<file path="src/rtl/region_pantalla_pkg.sv">
// Shared types and colour helpers for the scaled VGA region colour stage.
package region_pantalla_pkg;

  typedef struct packed {
    logic [7:0] r;
    logic [7:0] g;
    logic [7:0] b;
  } rgb_t;

  // Per-pixel control carried alongside the framebuffer read.
  typedef struct packed {
    logic valid;
    logic in_region;
    logic mode;
  } pix_ctl_t;

  localparam rgb_t RGB_BLACK = '0;

  // A set bit turns its channel off; only the low three bits are used.
  function automatic rgb_t direct_color(input logic [2:0] idx);
    rgb_t c;
    c.r = idx[0] ? 8'h00 : 8'hFF;
    c.g = idx[1] ? 8'h00 : 8'hFF;
    c.b = idx[2] ? 8'h00 : 8'hFF;
    return c;
  endfunction

endpackage

</file>
<file path="src/rtl/pipe_delay.sv">
// Fixed-depth register delay line with asynchronous clear.
module pipe_delay #(
  parameter int unsigned WIDTH = 1,
  parameter int unsigned DEPTH = 1
) (
  input  logic             clk,
  input  logic             rst,
  input  logic [WIDTH-1:0] din,
  output logic [WIDTH-1:0] dout
);

  logic [WIDTH-1:0] stage_d [DEPTH];
  logic [WIDTH-1:0] stage_q [DEPTH];

  always_comb begin
    stage_d[0] = din;
    for (int unsigned i = 1; i < DEPTH; i++) begin
      stage_d[i] = stage_q[i-1];
    end
  end

  always_ff @(posedge clk or posedge rst) begin
    if (rst) begin
      for (int unsigned i = 0; i < DEPTH; i++) begin
        stage_q[i] <= '0;
      end
    end else begin
      stage_q <= stage_d;
    end
  end

  assign dout = stage_q[DEPTH-1];

endmodule

</file>
<file path="src/rtl/region_pantalla_scaled.sv">
// Beam position to framebuffer address with integer scaling, then
// latency-aligned mapping of the returned word to RGB (direct or palette).
module region_pantalla_scaled
  import region_pantalla_pkg::*;
#(
  parameter int unsigned ColorBits   = 3,
  parameter int unsigned screenX     = 320,
  parameter int unsigned screenY     = 240,
  parameter int unsigned ScaleShift  = 1,
  parameter int unsigned MemLatency  = 1,
  parameter int unsigned AddrBits    = 17,
  parameter logic [23:0] BorderColor = 24'hFFFFFF
) (
  input  logic                 clock,
  input  logic                 reset,
  input  logic [9:0]           posicionX,
  input  logic [9:0]           posicionY,
  input  logic                 pixelValid,
  input  logic                 mode,
  output logic [AddrBits-1:0]  memAddr,
  input  logic [ColorBits-1:0] readValueMemory,
  input  logic                 paletteWe,
  input  logic [ColorBits-1:0] paletteIdx,
  input  logic [23:0]          paletteData,
  output logic [7:0]           red,
  output logic [7:0]           green,
  output logic [7:0]           blue,
  output logic                 pixelValidOut
);

  localparam int unsigned AW      = AddrBits + 1;
  localparam int unsigned PalSize = 1 << ColorBits;

  logic [9:0]          sx;
  logic [9:0]          sy;
  logic                in_region;
  logic [AddrBits-1:0] addr_d, addr_q;
  pix_ctl_t            ctl_a_d, ctl_a_q, ctl_c;
  rgb_t                rgb_d, rgb_q;
  logic                vout_d, vout_q;
  rgb_t                palette_d [PalSize];
  rgb_t                palette_q [PalSize];

  // Stage A: scaled coordinates and linear address
  always_comb begin
    sx        = posicionX >> ScaleShift;
    sy        = posicionY >> ScaleShift;
    in_region = (32'(sx) < screenX) && (32'(sy) < screenY);
    addr_d    = '0;
    if (in_region && pixelValid) begin
      addr_d = AddrBits'(AW'(sy) * AW'(screenX) + AW'(sx));
    end
    ctl_a_d = '{valid: pixelValid, in_region: in_region, mode: mode};
  end

  always_ff @(posedge clock or posedge reset) begin
    if (reset) begin
      addr_q  <= '0;
      ctl_a_q <= '0;
    end else begin
      addr_q  <= addr_d;
      ctl_a_q <= ctl_a_d;
    end
  end

  // Control travels with the memory request so it meets the returned word.
  pipe_delay #(
    .WIDTH ($bits(pix_ctl_t)),
    .DEPTH (MemLatency)
  ) u_ctl_delay (
    .clk  (clock),
    .rst  (reset),
    .din  (ctl_a_q),
    .dout (ctl_c)
  );

  always_comb begin
    palette_d = palette_q;
    if (paletteWe) begin
      palette_d[paletteIdx] = rgb_t'(paletteData);
    end
  end

  // Reset restores the legacy direct-mode colours into every entry.
  always_ff @(posedge clock or posedge reset) begin
    if (reset) begin
      for (int unsigned i = 0; i < PalSize; i++) begin
        palette_q[i] <= direct_color(3'(i));
      end
    end else begin
      palette_q <= palette_d;
    end
  end

  // Stage C: lookup reads the pre-write palette, giving read-before-write.
  always_comb begin
    rgb_d = RGB_BLACK;
    if (ctl_c.valid) begin
      if (!ctl_c.in_region) begin
        rgb_d = rgb_t'(BorderColor);
      end else if (ctl_c.mode) begin
        rgb_d = palette_q[readValueMemory];
      end else begin
        rgb_d = direct_color(readValueMemory[2:0]);
      end
    end
    vout_d = ctl_c.valid;
  end

  always_ff @(posedge clock or posedge reset) begin
    if (reset) begin
      rgb_q  <= RGB_BLACK;
      vout_q <= 1'b0;
    end else begin
      rgb_q  <= rgb_d;
      vout_q <= vout_d;
    end
  end

  assign memAddr       = addr_q;
  assign red           = rgb_q.r;
  assign green         = rgb_q.g;
  assign blue          = rgb_q.b;
  assign pixelValidOut = vout_q;

endmodule

</file>
<file path="config.mk">
export PLATFORM = sky130hd
export DESIGN_NAME = region_pantalla_scaled
export DESIGN_NICKNAME = d
export VERILOG_FILES = /design/src/rtl/region_pantalla_pkg.sv /design/src/rtl/pipe_delay.sv /design/src/rtl/region_pantalla_scaled.sv
export SDC_FILE = /design/constraint.sdc
export NUM_CORES = 1
export LEC_CHECK = 0
export ABC_AREA = 1
export BUFFER_PORTS_ARGS = -buffer_cell sky130_fd_sc_hd__buf_2
export CAP_MARGIN = 20
export CORE_MARGIN = 3
export CORE_UTILIZATION = 45
export CTS_CLUSTER_DIAMETER = 200
export DETAILED_ROUTE_END_ITERATION = 10
export GPL_TIMING_DRIVEN = 1
export PLACE_DENSITY = 0.62
export SLEW_MARGIN = 10
export SYNTH_ARGS = -nofsm -noshare
export SYNTH_HDL_FRONTEND = slang
export SYNTH_SLANG_ARGS = --single-unit
</file>
<file path="constraint.sdc">
create_clock -name clock -period 9.3 [get_ports clock]
set_clock_uncertainty 0.05 [all_clocks]
set_input_delay 0.93 -clock clock [delete_from_list [all_inputs] [get_ports clock]]
set_output_delay 0.93 -clock clock [all_outputs]
set_load 0.005 [all_outputs]
</file>
Yosys cells after proc, flatten, opt, wreduce, memory -nomap -nowiden

Index checks and enable logic that the tools add are counted.

Bits in registers: 240
Input bits: 55
Output and inout port bits: 42
Logic and storage cells: 58

$add $sub $neg: 1
Multipliers: 1
Order comparisons: 5
Multiplexer cells: 13
Bitwise logic cells: 2
Reduce and logical (&&, ||, !) cells: 3

Operators with widths:

| kind                                                                         | count |
|---|---|
| 192-bit bitwise mux                                                          | 1 |
| 24-bit two-way mux                                                           | 6 |
| 24-bit binary-select mux with 3-bit select                                   | 1 |
| 24-bit demux with 3-bit select                                               | 1 |
| 8-bit two-way mux                                                            | 3 |
| 17-bit by 9-bit adder with 17-bit output                                     | 1 |
| 17-bit two-way mux                                                           | 1 |
| 9-bit by 3-bit multiplier with 11-bit output, second input constant          | 1 |
| 9-bit by 8-bit less-than comparator with 1-bit output, second input constant | 1 |
| 9-bit less-than comparator, second input constant                            | 1 |
| 4-bit >= comparator, second input constant                                   | 2 |
| 3-bit NOT with 4-bit output                                                  | 2 |
| 4-bit by 1-bit less-than comparator with 1-bit output, second input constant | 1 |
| 1-bit logical AND                                                            | 3 |

Depth between registers and ports, before layout

Gate-level depths: netlist (run 1).

Depth after elaboration: 7
Depth in mapped cells: 14
Mapped depth without buffers: 14

Cells and area by module

From an unflattened synthesis (run 1), not the netlist that was laid out.

Cell total of the unflattened synthesis: 1241
Area total of the unflattened synthesis: 10820.4 sq um

By module, submodules not included:

| module                 | instances | cells an instance | area an instance (sq um) | seq. area each (sq um) |
|---|---|---|---|---|
| region_pantalla_scaled | 1         | 1237              | 10741.6                  | 6050.8 |
| pipe_delay             | 1         | 4                 | 78.8                     | 75.1 |

Worst setup path after synthesis (run 1)

No wires, ideal clock.

Path kind: input to register
Start: input posicionY[2]
End: register addr_q[15], in the netlist memAddr[15]
Setup time: 0.117 ns
Data arrival time: 2.680 ns
Required time: 9.133 ns
Path slack: 6.453 ns
Cell stages on the path: 14
Path buffers: 0
Path through: ha_1 ha_1 fa_1 nand2_1 nor2_1 nand2_1 nand2_1 nand2_1 nor2_2 nand2_1 nor2_2 nand2_1 nand2_1 nor2_1

Word-level cells in the longest chain between the ends: 4
Elaborated cells between the ends (all ways): 6
Those cells by class: add/sub: 1; mul: 1; order compare: 1; mux: 1; reduce/logical: 2

Ends and longest elaborated chain:

| what                                                                             | RTL line                     | source |
|---|---|---|
| start, declared                                                                  | region_pantalla_scaled.sv:17 | `input logic [9:0] posicionY,` |
| branches (longest 3 deep; another with 17-bit by 9-bit adder with 17-bit output) | -                            |  |
| 17-bit two-way mux (*)                                                           | region_pantalla_scaled.sv:50 | `if (in_region && pixelValid) begin` |
| named net addr_d[15]                                                             | region_pantalla_scaled.sv:37 | `logic [AddrBits-1:0] addr_d, addr_q;` |
| end signal, assigned                                                             | region_pantalla_scaled.sv:61 | `addr_q <= addr_d;` |
| end, declared                                                                    | region_pantalla_scaled.sv:37 |  |

Mark *: on every way through the listed nets, which the timed path passes.
A chain may end at the register's enable or synchronous reset.

==> results by group, run 1 <==
Routing
  • Vias post-DR: 8574
  • Post-DR vias/cell: 5.22
  • Antenna Violating Nets Remaining: 0
  • Drt initial violations: 549
  • Drt pass-1 iters: 5
  • DRT Wirelength: 26400 um
  • Wirelength per Cell: 16.1 um
  • # DRC: 0

Die
  • Io pins: between 90 and 100
  • Core Area: 23700 um2
  • Initial core utilization: 46.2%
  • Row cnt: 56
  • Height of the die: around 160 um
  • Die W: 162 um
  • DIE AREA: between 20000 and 30000 um2

Run
  • Max Cap Viol: 0

Clocking
  • Setup repair bufs after CTS: 0
  • Clock sink count: 240
  • Inserted Clock Buffers: 27
  • Level count of the clock H-tree: 1
  • CTS tree: yes
  • Clk Tree Root Cell: clkbuf_16
  • Resized cells post-CTS: 0
  • Cts hold-fix bufs: 0
  • CTS max path bufs: 3
  • Clk_lat worst skew: 0.52 ns
  • Clock-pin slew on the worst setup and hold paths: 0.06 ns

STA
  • Slew Limit Fails: 0
  • Final Setup Violations: 0
  • Least-Margin Pin Slew: roughly 1.1 ns
  • RSZ-0062 raised after global routing: false
  • Final period util: 32.5%
  • Hold Violations, Final: 0
  • Slew HR: 28.1%
  • Post-layout min period: ~3 ns
  • Fin Setup TNS: 0 ns
  • Top achievable clock speed: 331 MHz

Yosys
  • Synth cell types: 31
  • Sequential area share after synthesis: 56.0%
  • Synth warn: 0
  • Mapped Cells: 1248
  • Mapped Avg Cell Area: slightly below 9 um2
  • Post-synthesis cell area: ~11000 um2
  • Post-synthesis register bit count: 240
  • Synthesized Nets: around 1300

Final layout
  • FILL cells: 2290
  • Antenna cell count: 0
  • Final nets: about 1400
  • Layout cells sized above 1: 19.6%
  • Fin area: 12400 um2
  • Area Growth Syn to Fin: 13.4%

Global routing
  • GR Util All Layers: 20.2%
  • Largest net degree at the start of global routing: 98
  • Vias in the first global route: 8388
  • Initial antenna violation count: 1
  • Total grt overflow: 0
  • First-pass GRT wire length: 43300 um

Critical path
  • Critical Path RT: 9.61 ns
  • FF-to-FF End: green[4]
  • CP arrival: 3.33 ns
  • CP startpoint: readValueMemory[0]
  • Crit path launch type: input port
  • Critical path type: in2reg
  • Endpoint class of the critical path: flop
  • Worst-path fanout max: 59
  • Reg-to-reg startpoint: u_ctl_delay.dout[0]
  • Flop2flop setup slack: 7.23 ns
  • R2R depth: 4

Power
  • Clock power frac: 37.1%
  • IR drop worst, VDD: 0.000114 V
  • P per Cell Area: 223 nW/um2
  • Switch Pwr: 0.724 mW
  • Register share of total power: 49.0%
  • Sw frac: between 20% and 30%
  • Int Power: 2.04 mW
  • Combinational power share: 14.0%
  • Leakage dissipation: 5.71 nW

Placement
  • Dpl cell area: 11500 um2
  • PortBufs: 94
  • Placer Congestion: 0.832
  • Detailed placement HPWL: 14500 um

Worst hold path
  • Worst Hold End: u_ctl_delay.dout[2]
  • Hold Path Class: reg2reg
  • Worst Min Path Start: ctl_a_q[2]
  • WHS Path Cells: 0

Run status
  • Status: finished clean
## worst max-delay path, stage by stage
cell	delay [ns]
buf_4	0.51
clkinv_2	0.79
buf_4	0.53
o21ai_0	0.18
o21ai_0	0.11
o211ai_1	0.17
a21oi_1	0.08
## cells in the final DEF, fill, tap and decap left out, types with 2 or more instances in the layout
cell type / n
dfstp_2: 96
clkbuf_16: 27
nand3_2: 3
nand3_1: 34
buf_2: 93
clkinv_2: 5
ha_1: 17
o21ai_1: 36
nand4_1: 2
inv_1: 66
a21oi_1: 45
nor2_1: 167
clkbuf_8: 7
nand2_2: 3
fa_1: 2
clkbuf_1: 10
nor2_2: 4
o21ai_0: 247
nand3b_1: 3
nand2_1: 238
buf_4: 15
o211ai_1: 48
dfrtp_1: 144
## per-layer routing
layer  track usage, %  up-vias  part of all wire, %
li1                 -     4241                    -
met1             26.5     4089                   45
met2             34.9      199                   48
met3             3.52       43                  5.0
met4             5.23        2                  2.2
met5                0        -                0.049
## state kept, by name, indices dropped and copies added, names as in the netlist
name,count
pixelValidOut,1
palette_q,192
red,8
green,8
u_ctl_delay.dout,3
blue,8
ctl_a_q,3
memAddr,17
## final cells by class
type	instances	area [um2]	share of cell area, %
clock inverters	5	50.0	0.404
clock buffers	44	810	6.53
multi-input cells	857	4130	33.3
flip-flops and latches	240	6130	49.4
repair buffers	110	621	5.01
well taps	319	399	3.22
inverters	68	264	2.13
## cell usage after synthesis
| library cell | n | share of area (%) |
|---|---|---|
| inv_1 | 67 | 2.3 |
| nand3_2 | 2 | 0.18 |
| xnor2_1 | 1 | 0.080 |
| inv_2 | 1 | 0.034 |
| fa_1 | 2 | 0.37 |
| o21a_1 | 1 | 0.069 |
| nand2_2 | 3 | 0.17 |
| nand4_1 | 2 | 0.11 |
| o21ai_1 | 36 | 1.6 |
| and3b_1 | 1 | 0.080 |
| nor2_1 | 167 | 5.7 |
| nor3_2 | 1 | 0.092 |
| buf_4 | 9 | 0.62 |
| o21ai_0 | 247 | 11 |
| dfrtp_1 | 144 | 33 |
| dfstp_2 | 96 | 23 |
| nand2_1 | 238 | 8.2 |
| nor2_2 | 4 | 0.23 |
| ha_1 | 17 | 1.9 |
| xor2_1 | 1 | 0.080 |
| o211ai_1 | 48 | 3.3 |
| nor2_4 | 1 | 0.10 |
| clkbuf_1 | 28 | 0.96 |
| buf_2 | 36 | 1.6 |
| a31oi_1 | 1 | 0.057 |
| nand3b_1 | 3 | 0.21 |
| nand3_1 | 35 | 1.6 |
| a21oi_1 | 45 | 2.1 |
| nor3b_1 | 1 | 0.069 |
| buf_6 | 6 | 0.62 |
| buf_1 | 4 | 0.14 |
## cell families after synthesis
group,Yosys count,share of synthesized area (%)
xor+xnor,2,0.160
buf+inv,151,6.32
compound gates,378,18.4
fa+ha+maj,19,2.31
simple gates,458,16.8
flops,240,56.0
## power by group through the flow
stage,combinational (mW),clock (mW),sequential (mW)
after floorplan,0.295,0,1.35
after global placement,0.377,0,1.36
after detailed placement,0.388,0,1.37
after CTS,0.390,1.05,1.35
after global routing,0.455,1.09,1.37
final,0.385,1.02,1.35
## how the worst max path moves through the flow
stage | depth (start not counted) | to
2_1_floorplan | 1 | blue[0]
3_3_place_gp | 7 | green[3]
3_5_place_dp | 7 | green[3]
4_1_cts | 7 | green[3]
5_1_grt | 4 | palette_q[113]
6_report | 7 | green[3]
## per-stage QoR
| step | setup slack (ns) | hold WS (ns) | total power, mW | util (%) | instances |
|---|---|---|---|---|---|
| after global placement | 5.72 | 0.283 | 1.74 | 48.5 | 1592 |
| final | 6.28 | 0.297 | 2.76 | 52.4 | 1643 |
| after detailed placement | 5.73 | 0.286 | 1.75 | 48.5 | 1592 |
| after global routing | 6.09 | 0.315 | 2.92 | 52.4 | 1643 |
| after floorplan | 1.89 | 0.281 | 1.65 | - | 1248 |
| after CTS | 6.28 | 0.300 | 2.79 | 52.2 | 1641 |
No activity file was read; power rests on OpenSTA's default activity.
==> inputs of run 2 (changes only) <==
Clock period 9.3 ns to 2.9 ns, I/O delays scaled along.
==> run 2 against run 1 <==
Effect of this change: die area unchanged; core utilization increased by 1.1 points; hold slack worse by 0.23 ns; routed wire length is 1.6% higher; combinational power grew to 3.3 times the previous value; total power grew to 3.2 times the previous value; clock-buffer cell count fell by 1; worst setup slack lost 5.3 ns; first-iteration DRC count grew 53%; via count rose by 2.0%; register-to-register slack got worse by 6.0 ns; design area rose by 2.1%; critical path type unchanged; critical endpoint is now memAddr[15]; largest cell class unchanged.
==> results by group, run 2 (synthesis results as in run 1) <==
Final layout
  • Most common cell after layout, fill and taps aside: o21ai_0
  • Number of flip-flops in the largest register: between 150 and 200
  • Largest register by flop count: palette_q
  • Area Growth Syn to Fin: 15.7%
  • Final nets: 1407
  • Area of the multi-input gates: just over 4000 um2
  • Storage cell area: between 6000 and 7000 um2
  • FILL cells: 2277
  • Antenna cell count: 0
  • Layout cells sized above 1: 19.7%
  • Commonest cells after routing, fill and taps aside: o21ai_0, nand2_1, nor2_1, dfrtp_1, dfstp_2

Clocking
  • CTS tree: yes
  • Clock sink count: 240
  • Clock-pin slew on the worst setup and hold paths: ~0.06 ns
  • Inserted Clock Buffers: 26
  • Clk_lat worst skew: 0.52 ns
  • Resized cells post-CTS: 0
  • Setup repair bufs after CTS: 0
  • Clk Tree Root Cell: clkbuf_16
  • Level count of the clock H-tree: 1
  • CTS max path bufs: 3

Worst hold path
  • Worst Min Path Start: paletteData[4]
  • Hold Path Class: in2reg

STA
  • Slew HR: 43.1%
  • Fin Setup TNS: 0 ns
  • RSZ-0062 raised after global routing: false
  • Final Setup Violations: 0
  • Least-Margin Pin Slew: 0.854 ns
  • Final period util: 67.6%
  • Worst hold margin: 0.0720 ns
  • Slew Limit Fails: 0
  • Top achievable clock speed: 510 MHz
  • Hold Violations, Final: 0
  • Post-layout min period: 1.96 ns

Die
  • Io pins: 97
  • Core Area: between 20000 and 25000 um2
  • Die W: 162 um
  • Height of the die: ~160 um
  • DIE AREA: 26200 um2
  • Initial core utilization: between 40% and 50%
  • Row cnt: 56

Critical path
  • Crit path launch type: input port
  • CP startpoint: posicionY[2]
  • Critical path type: in2reg
  • Endpoint class of the critical path: flop
  • FF-to-FF End: red[7]
  • Critical Path RT: 3.26 ns
  • Reg-to-reg startpoint: u_ctl_delay.dout[0]
  • CP arrival: 2.32 ns
  • Worst-path fanout max: 4
  • Critical Path Sink: memAddr[15]
  • R2R depth: 4
  • Flop2flop setup slack: 1.25 ns

Global routing
  • First-pass GRT wire length: 44800 um
  • GR Util All Layers: 20.9%
  • Total grt overflow: 0
  • Largest net degree at the start of global routing: 114
  • Vias in the first global route: 8493
  • Initial antenna violation count: 0

Power
  • Total power: 8.79 mW
  • Leakage dissipation: 5.82 nW
  • P per Cell Area: 694 nW/um2
  • IR drop worst, VDD: 0.000401 V

Routing
  • Post-DR vias/cell: 5.23
  • Antenna Violating Nets Remaining: 0
  • DRT Wirelength: approximately 27000 um
  • Drt initial violations: around 840
  • # DRC: 0
  • Wirelength per Cell: 16.1 um
  • Vias post-DR: 8743
  • Drt pass-1 iters: 6

Run
  • Max Cap Viol: 0

Placement
  • Detailed placement HPWL: 15200 um
  • Placer Congestion: roughly 0.82
  • PortBufs: 94

Run status
  • Status: finished clean
[run 2: through the flow]
step / cells / setup WS [ns] / instance area, um2 / util, %
floorplan: 1248 / -0.509 / 10900 / -
global placement: 1602 / 0.407 / 11600 / 49.0
detailed placement: 1602 / 0.386 / 11600 / 49.0
CTS: 1672 / 0.937 / 12700 / 53.4
global route: 1672 / 0.824 / 12700 / 53.4
finish: 1672 / 0.940 / 12700 / 53.4
[run 2: timing repair]
action / 4_1_cts / 5_1_grt
hold buffers: 22 / 0
endpoints found under the hold margin: 82 / 0
endpoints found under the setup margin: 0 / 0
[run 2: final cells by class]
type                    instances  share of cell area, %
clock buffers                  43                   6.37
flip-flops and latches        240                   48.4
clock inverters                 5                  0.198
well taps                     319                   3.15
inverters                      68                   2.05
multi-input cells             857                   32.6
repair buffers                140                   7.20
[run 2: how the worst min path moves through the flow]
stage / endpoint / slack (ns) / depth (start not counted)
after floorplan: ctl_a_q[0] / 0.27 / 0
after global placement: u_ctl_delay.dout[1] / 0.28 / 0
after detailed placement: u_ctl_delay.dout[1] / 0.30 / 0
after CTS: palette_q[17] / 0.06 / 3
after global routing: palette_q[53] / 0.10 / 3
final: palette_q[4] / 0.07 / 3
[run 2: worst max-delay path, stage by stage]
cell and delay [ns]:
buf_2 0.13, ha_1 0.29, ha_1 0.24, fa_1 0.56, nand2_1 0.06, nor2_1 0.09
nand2_1 0.05, nand2_1 0.09, nand2_1 0.07, nor2_2 0.12, nand2_1 0.08, nor2_2 0.09
nand2_1 0.05, nand2_1 0.05, nor2_1 0.05
[run 2: power breakdown]
part	leakage [nW]	internal (mW)	total [mW]	switching (mW)
Clock	0.413	1.88	3.17	1.29
Sequential	2.80	4.08	4.34	0.260
Combinational	2.61	0.504	1.27	0.769
[run 2: layer usage]
| metal | wire length [um] | vias to the layer above | global-route usage (%) |
|---|---|---|---|
| li1 | - | 4306 | - |
| met1 | 12000 | 4160 | 28.4 |
| met2 | 12800 | 231 | 35.4 |
| met3 | 1470 | 46 | 3.16 |
| met4 | 589 | 0 | 5.39 |
| met5 | 0 | - | 0 |
==> inputs of run 3 (changes only) <==
Settings changed: PLACE_DENSITY 0.62 to 0.64.
Clock period 2.9 ns to 1.73 ns, I/O delays scaled along.
==> run 3 against run 2 <==
Effect of this change: design area increased by 5.8%; critical path type unchanged; die area unchanged; clock-buffer cell count unchanged; critical path depth decreased by 1; core utilization increased by 3.1 points; hold slack got worse by 0.043 ns.
==> results by group, run 3 (synthesis results as in run 1) <==
Routing
  • DRT Wirelength: 27300 um
  • Post-DR vias/cell: 5.15
  • Wirelength per Cell: between 15 and 20 um
  • # DRC: 0
  • Drt initial violations: 714
  • Antenna Violating Nets Remaining: 0
  • Drt pass-1 iters: 5
  • Vias post-DR: around 8900

Final layout
  • FILL cells: 2148
  • Storage cell area: 6130 um2
  • Number of flip-flops in the largest register: 192
  • Most common cell after layout, fill and taps aside: o21ai_0
  • Commonest cells after routing, fill and taps aside: o21ai_0, nand2_1, nor2_1, dfrtp_1, dfstp_2
  • Final nets: 1462
  • Antenna cell count: 0
  • Area of the multi-input gates: 4190 um2
  • Fin area: 13400 um2
  • Largest register by flop count: palette_q
  • Area Growth Syn to Fin: 22.5%
  • Final Core Density: 56.5%
  • Layout cells sized above 1: 22.2%

Placement
  • Detailed placement HPWL: between 15000 and 20000 um
  • PortBufs: 94
  • Placer Congestion: 0.809
  • Dpl cell area: 12100 um2

Global routing
  • GR Util All Layers: 21.0%
  • Vias in the first global route: 8720
  • First-pass GRT wire length: 45100 um
  • Total grt overflow: 0
  • Largest net degree at the start of global routing: 84
  • Initial antenna violation count: 0

STA
  • Slew Limit Fails: 0
  • Fin Setup TNS: 0 ns
  • Hold Violations, Final: 0
  • Final period util: 95.9%
  • Least-Margin Pin Slew: between 0.5 and 0.6 ns
  • Slew HR: 63.1%
  • Final Setup Violations: 0
  • Post-layout min period: 1.66 ns
  • RSZ-0062 raised after global routing: true
  • Top achievable clock speed: 603 MHz

Critical path
  • Crit path launch type: input port
  • Endpoint class of the critical path: flop
  • Critical path type: in2reg
  • Slowest Stage Delay on Critical Path: 0.52 ns
  • FF-to-FF End: blue[0]
  • Flop2flop setup slack: 0.29 ns
  • R2R depth: 4
  • Most used cell, CP: nand2_1
  • CP cell instances: dlygate4sd3_1 -> buf_2 -> ha_4 -> fa_2 -> nand2_1 -> nand2_1 -> nand3_2 -> nor2_4 -> nand2_2 -> nor2_4 -> nand3_2 -> nand2_1 -> nand2_1 -> nor2_1
  • Slowest CP cell: dlygate4sd3_1
  • Worst-path fanout max: 3
  • Reg-to-reg startpoint: u_ctl_delay.dout[0]
  • CP arrival: between 2 and 2.5 ns
  • Critical Path RT: between 2 and 2.5 ns
  • CP startpoint: posicionX[7]

Clocking
  • Clk Tree Root Cell: clkbuf_16
  • CTS max path bufs: 3
  • Clk_lat worst skew: 0.52 ns
  • Clock-pin slew on the worst setup and hold paths: 0.06 ns
  • Inserted Clock Buffers: 26
  • Clock sink count: 240
  • CTS tree: yes
  • Level count of the clock H-tree: 1

Run
  • Max Cap Viol: 0

Die
  • Row cnt: 56
  • Initial core utilization: 46.2%
  • Core Area: 23700 um2
  • Die W: ~160 um
  • DIE AREA: about 26000 um2
  • Height of the die: 162 um
  • Io pins: 97

Worst hold path
  • Worst Hold End: ctl_a_q[1]
  • WHS Path Cells: 3
  • Hold Path Class: in2reg
  • Worst Min Path Start: posicionX[9]

Power
  • IR drop worst, VDD: between 0.0006 and 0.0007 V
  • Leakage dissipation: 6.16 nW
  • P per Cell Area: 1140 nW/um2

Run status
  • Status: finished clean
run 3: cell types whose count changed in the layout (fill, tap and decap cells not counted), sizes merged:
cell         before  now
bufinv            0    3
buf             118  160
dlygate4sd3      22   35
inv              67   68
clkinv            5    1
run 3: what timing repair did:
action                                  4_1_cts  5_1_grt
resized for setup                             0       10
buffers inserted                              0        1
hold buffers                                 35        0
endpoints found under the hold margin       211        0
endpoints found under the setup margin        0        5
run 3: per-layer routing:
| metal | track usage [%] | part of all wire (%) | vias up |
|---|---|---|---|
| met3 | 3.19 | 4.8 | 49 |
| met5 | 0 | 0 | - |
| li1 | - | - | 4418 |
| met4 | 5.27 | 2.3 | 0 |
| met1 | 28.1 | 45 | 4203 |
| met2 | 36.0 | 47 | 218 |
run 3: worst max-delay path by stage:
stage / endpoint / cells after the start
2_1_floorplan: blue[0] / 1
3_3_place_gp: memAddr[15] / 15
3_5_place_dp: memAddr[15] / 15
4_1_cts: memAddr[15] / 15
5_1_grt: memAddr[15] / 15
6_report: memAddr[16] / 14
run 3: final cells by class:
class	count	area share, %
Sequential cell	240	45.8
Timing Repair Buffer	195	11.5
Inverter	68	1.93
Tap cell	319	2.98
Clock inverter	5	0.776
Clock buffer	43	5.72
Multi-Input combinational cell	857	31.3
run 3: worst max-delay path, delay by kind of cell:
kind / cells / cell delay, ns
and+or+nand+nor: 10 / 0.63
adders and majority gates: 2 / 0.54
buffers and inverters: 2 / 0.67
run 3: report_power, final:
| part | switching, mW | internal (mW) |
|---|---|---|
| Combinational | 1.34 | 1.02 |
| Clock | 2.19 | 3.46 |
| Sequential | 0.440 | 6.84 |
| Total | 3.97 | 11.3 |
run 3: per-stage QoR:
stage	setup WS (ns)	cells	power (mW)	hold slack (ns)
global route	-0.0491	1727	16.1	0.0335
CTS	0.00755	1726	15.4	0.00375
finish	0.0714	1727	15.3	0.0292
floorplan	-1.56	1248	8.86	0.154
global placement	-0.502	1643	9.55	0.0889
detailed placement	-0.528	1643	9.64	0.0918
